--- src/rtl/round_engine_pkg.sv ---
// Shared definitions for the round engine: FSM encoding and round constants.
// Used by round_engine and round_fn.
package round_engine_pkg;

   typedef enum logic [1:0] {
      S_IDLE = 2'd0,
      S_RUN  = 2'd1,
      S_DONE = 2'd2
   } state_t;

   localparam int ROT_AMT = 3;

endpackage

--- src/rtl/round_fn.sv ---
// One combinational cipher round: t = x ^ rep(rk); y = rotl(t,ROT_AMT) + t.
// Pure logic, no state.
import round_engine_pkg::*;

module round_fn #(
   parameter int DATA_W = 32,
   parameter int KEY_W  = 8
) (
   input  logic [DATA_W-1:0] i_state,
   input  logic [KEY_W-1:0]  i_rk,
   output logic [DATA_W-1:0] o_state
);

   logic [DATA_W-1:0] w_t;
   logic [DATA_W-1:0] w_rot;

   // Whiten with the replicated key, then rotate-and-add mix
   always_comb begin
      w_t     = i_state ^ {(DATA_W / KEY_W){i_rk}};
      w_rot   = {w_t[DATA_W-1-ROT_AMT:0], w_t[DATA_W-1:DATA_W-ROT_AMT]};
      o_state = w_rot + w_t;
   end

endmodule

--- src/rtl/round_engine.sv ---
// Iterative round engine with valid/ready block handshake.
// Define ROUND_ENGINE_UNROLL2_EN to apply two chained rounds per cycle.
import round_engine_pkg::*;

module round_engine #(
   parameter int DATA_W     = 32,
   parameter int KEY_W      = 8,
   parameter int NUM_ROUNDS = 16
) (
   input  logic              CLK,
   input  logic              RST_N,
   input  logic              IN_VALID,
   output logic              IN_READY,
   input  logic [DATA_W-1:0] D_IN,
   input  logic [KEY_W-1:0]  K_IN,
   output logic              OUT_VALID,
   input  logic              OUT_READY,
   output logic [DATA_W-1:0] D_OUT,
   output logic              BUSY
);

   localparam int CNT_W = $clog2(NUM_ROUNDS + 1);
   localparam logic [CNT_W-1:0] LAST = CNT_W'(NUM_ROUNDS - 1);

   state_t            r_state, w_state_nx;
   logic [CNT_W-1:0]  r_cnt, w_cnt_nx;
   logic [KEY_W-1:0]  r_rk, w_rk_nx;
   logic [DATA_W-1:0] r_data, w_data_nx;
   logic [DATA_W-1:0] w_r1;
   logic [KEY_W-1:0]  w_rk1;

   assign w_rk1 = {r_rk[KEY_W-2:0], r_rk[KEY_W-1]};

   round_fn #(.DATA_W(DATA_W), .KEY_W(KEY_W)) u_rf0 (
      .i_state (r_data),
      .i_rk    (r_rk),
      .o_state (w_r1)
   );

`ifdef ROUND_ENGINE_UNROLL2_EN
   localparam logic [CNT_W-1:0] LAST2 = CNT_W'(NUM_ROUNDS - 2);
   logic [DATA_W-1:0] w_r2;
   logic [KEY_W-1:0]  w_rk2;

   assign w_rk2 = {r_rk[KEY_W-3:0], r_rk[KEY_W-1:KEY_W-2]};

   round_fn #(.DATA_W(DATA_W), .KEY_W(KEY_W)) u_rf1 (
      .i_state (w_r1),
      .i_rk    (w_rk1),
      .o_state (w_r2)
   );
`endif

   // Next-state and datapath update; hold everything by default
   always_comb begin
      w_state_nx = r_state;
      w_cnt_nx   = r_cnt;
      w_rk_nx    = r_rk;
      w_data_nx  = r_data;
      unique case (r_state)
         S_IDLE: begin
            if (IN_VALID) begin
               w_data_nx  = D_IN;
               w_rk_nx    = K_IN;
               w_cnt_nx   = '0;
               w_state_nx = S_RUN;
            end
         end
         S_RUN: begin
`ifdef ROUND_ENGINE_UNROLL2_EN
            if (r_cnt == LAST) begin
               w_data_nx  = w_r1;
               w_rk_nx    = w_rk1;
               w_cnt_nx   = r_cnt + CNT_W'(1);
               w_state_nx = S_DONE;
            end else begin
               w_data_nx = w_r2;
               w_rk_nx   = w_rk2;
               w_cnt_nx  = r_cnt + CNT_W'(2);
               if (r_cnt == LAST2)
                  w_state_nx = S_DONE;
            end
`else
            w_data_nx = w_r1;
            w_rk_nx   = w_rk1;
            w_cnt_nx  = r_cnt + CNT_W'(1);
            if (r_cnt == LAST)
               w_state_nx = S_DONE;
`endif
         end
         S_DONE: begin
            if (OUT_READY)
               w_state_nx = S_IDLE;
         end
         default: w_state_nx = S_IDLE;
      endcase
   end

   // State, counter, key and data registers
   always_ff @(posedge CLK or negedge RST_N) begin
      if (!RST_N) begin
         r_state <= S_IDLE;
         r_cnt   <= '0;
         r_rk    <= '0;
         r_data  <= '0;
      end else begin
         r_state <= w_state_nx;
         r_cnt   <= w_cnt_nx;
         r_rk    <= w_rk_nx;
         r_data  <= w_data_nx;
      end
   end

   assign IN_READY  = (r_state == S_IDLE);
   assign OUT_VALID = (r_state == S_DONE);
   assign BUSY      = (r_state == S_RUN);
   assign D_OUT     = r_data;

endmodule
--- config.mk ---
export PLATFORM = sky130hd
export DESIGN_NAME = round_engine
export DESIGN_NICKNAME = d
export VERILOG_FILES = /design/src/rtl/round_engine_pkg.sv /design/src/rtl/round_fn.sv /design/src/rtl/round_engine.sv
export SDC_FILE = /design/constraint.sdc
export NUM_CORES = 1
export LEC_CHECK = 0
export BUFFER_PORTS_ARGS = -buffer_cell sky130_fd_sc_hd__buf_4
export CORE_AREA = 2 2 89 91
export CTS_CLUSTER_SIZE = 12
export DETAILED_ROUTE_END_ITERATION = 8
export DIE_AREA = 0 0 91 93
export PLACE_DENSITY = 0.9
export SLEW_MARGIN = 25
export SYNTH_ARGS = -nofsm -noshare
export SYNTH_HDL_FRONTEND = slang
export SYNTH_SLANG_ARGS = --single-unit
--- constraint.sdc ---
create_clock -name CLK -period 3.7 [get_ports CLK]
set_input_delay 1.11 -clock CLK [delete_from_list [all_inputs] [get_ports CLK]]
set_output_delay 1.11 -clock CLK [all_outputs]
set_load 0.005 [all_outputs]
==> results.sh <==
export IMPL_drt_wirelength_per_cell_um=18.9
export IMPL_arrival_ps=3680
export IMPL_fin_skew_ps=10.2
export IMPL_place_area_um2=4830
export IMPL_fin_area_um2=4930
export IMPL_synth_main_ff_cell="dfrtp_1"
export IMPL_yosys_area_top_type_share_pct=27.9
export IMPL_final_nets=598
export IMPL_synth_area_top_cells="dfrtp_1 (28%), ha_1 (8.3%), xor2_1 (7.1%), xnor2_1 (5.8%), a22oi_1 (5.0%)"
export IMPL_syn_to_final_growth_pct=17.0
export IMPL_rows=32
export IMPL_yosysWarningCount=0
export IMPL_r2r_cells=12
export IMPL_cts_sinks=47
export IMPL_required_ps=3880
export IMPL_synth_xor_area_share_pct=19.3
export IMPL_max_slew_worst_pin_slew_ps=940
export IMPL_grt_first_pass_wirelength_mm=19.1
export IMPL_post_cts_resized=0
export IMPL_postCtsSetupRepairBufs=0
export IMPL_htreeDepth=2
export IMPL_antenna_cells=0
export IMPL_synth_compound_area_share_pct=27.5
export IMPL_preCtsSetupSlack_ps=314
export IMPL_antenna_found_initial=0
export IMPL_slew_headroom_pct=37.2
export IMPL_crit_type="reg -> reg"
export IMPL_cap_viol_max_count=0
export IMPL_ios=79
export IMPL_numCtsBuffers=5
export IMPL_die_h_um=93
export IMPL_start_kind="flip-flop"
export IMPL_ant_nets=0
export IMPL_start_util_pct=55.9
export IMPL_yosys_area_share_adder_pct=8.83
export IMPL_synthesis_nets=534
export IMPL_layout_common_cells="buf_4 (84), dfrtp_1 (47), nand2_1 (36), xor2_1 (34), a21oi_1 (33)"
export IMPL_final_common_cell="buf_4"
export IMPL_gr_total_overflow=0
export IMPL_fin_setup_tns_ps=0
export IMPL_core_um2=7530
export IMPL_grt_pass1_vias=3843
export IMPL_dr_pass1_iters=5
export IMPL_hold_violations=0
export IMPL_synth_top_family_by_area="compound AO/OA/AOI/OAI gates"
export IMPL_ys_seq_elements=47
export IMPL_route_vias_total=3884
export IMPL_gp_congestion=1.01
export IMPL_async_flop_share_pct=100
export IMPL_hold_depth=1
export IMPL_hp_class="reg -> reg"
export IMPL_clk_pin_slew_ps=100
export IMPL_die_area_um2=8460
export IMPL_grtUsageTotal_pct=28.3
export IMPL_grt_max_degree=48
export IMPL_rsz0062_at_grt="false"
export IMPL_dp_cells=621
export IMPL_ctsHoldBuffers=0
export IMPL_synth_cell_type_count=64
export IMPL_wl_mm=11.9
export IMPL_status="completed"
export IMPL_drc=0
export IMPL_via_per_inst=6.17
export IMPL_avgSynthCellArea_um2=9.11
export IMPL_drv_slew=0
export IMPL_setup_viol=0
export IMPL_min_period_ps=3500
export IMPL_io_buffers=78
export IMPL_synth_edf_count=0
export IMPL_cp_end_kind="flip-flop"
export IMPL_synthMuxAreaShare_pct=0
export IMPL_final_cells=629
export IMPL_yosys_area_top_type="dfrtp_1"
export IMPL_hpwlAfterDp_mm=8.94
export IMPL_layout_drive_gt1_share_pct=23.9
export IMPL_netlist_area_um2=4210
export IMPL_fin_ws_ps=200
export IMPL_cts_tree="built"
export IMPL_clock_latency_ps=310
export IMPL_root_buffer="clkbuf_8"
export IMPL_drt_iter0_markers=229
export IMPL_yosysSeqAreaShare_pct=27.9
export IMPL_postSynthCellCount=462
export IMPL_finalCritPeriodShare_pct=94.6
export IMPL_synth_simple_area_share_pct=12.3
export IMPL_timing_fmax_mhz=286
export IMPL_cts_buffer_depth=2
export IMPL_die_width_um=91
export IMPL_critical_path_max_fanout=6
## cell usage after synthesis (3+ instances only)
library cell  count
nor3_1            3
xnor2_1          28
nand4_1           4
nor2_1           21
o21ai_1          16
inv_1             8
or2_2             3
o22ai_1           5
xor2_4            5
xnor2_2           3
a21oi_1          33
clkbuf_1         17
nand2_1          36
o21ai_0          32
buf_6             4
xor2_1           34
nor2b_1           7
a22oi_1          28
ha_1             28
a21o_1           16
nand2b_1          6
o221ai_1          3
nand3_1           7
a31oi_1           3
xor2_2            5
and3_1            8
buf_2             4
o21ai_2           4
dfrtp_1          47
## kinds of logic (layout without fill, tap and decap cells)
group / Yosys count / in the layout
flip-flops: 47 / 47
XOR/XNOR: 75 / 75
AND/OR/NAND/NOR: 104 / 104
buffers and inverters: 36 / 101
AO/OA/AOI/OAI: 170 / 170
adder cells (fa/ha/maj): 30 / 30
## sequential cells by signal, summed over array words and instances (netlist names)
name     count
D_OUT       32
r_rk         8
r_cnt        5
r_state      2
## worst max-delay path, stage by stage (launching register included)
cell,delay [ps]
dfrtp_1,640
xor2_2,350
ha_1,360
a21o_1,180
a21oi_1,200
a21oi_1,150
o221ai_2,250
a31oi_4,160
a311oi_4,440
o21ai_2,130
a31oi_1,230
xor2_1,190
a21oi_1,90
## stage by stage
step,hold slack (ps),util [%]
after floorplan,449,-
after global placement,472,64.1
after detailed placement,484,64.1
after CTS,503,65.5
after global routing,531,65.5
final,501,65.5
## per-layer routing
| metal | up-vias | global-route usage, % | part of all wire (%) |
|---|---|---|---|
| met2 | 173 | 46.9 | 48 |
| met4 | 0 | 13.6 | 3.9 |
| met3 | 42 | 2.82 | 5.2 |
| met1 | 1873 | 37.5 | 43 |
| li1 | 1796 | - | - |
| met5 | - | 0 | 0 |
## final cells by class
cell class                 instances  area [um^2]
sequential                        47         1180
multi-input combinational        379         2860
clock buffer                       6         82.6
inverter                           9         33.8
timing repair buffer              84          631
fill                             635         2600
tap                              102          128
clock inverter                     2         16.3
## worst paths after layout
kind                                  end     start  slack (ps)
worst max-delay path            D_OUT[26]   r_rk[2]         200
worst min-delay path             r_cnt[3]  r_cnt[3]         500
worst max register to register  D_OUT[26]   r_rk[2]         200
worst min register to register   r_cnt[3]  r_cnt[3]         500
max in group asynchronous       D_OUT[19]     RST_N        2450
min in group asynchronous        D_OUT[4]     RST_N         810
Power is not shown: default switching activity piles up to over one toggle a cycle in this logic, so the estimate is an artifact.
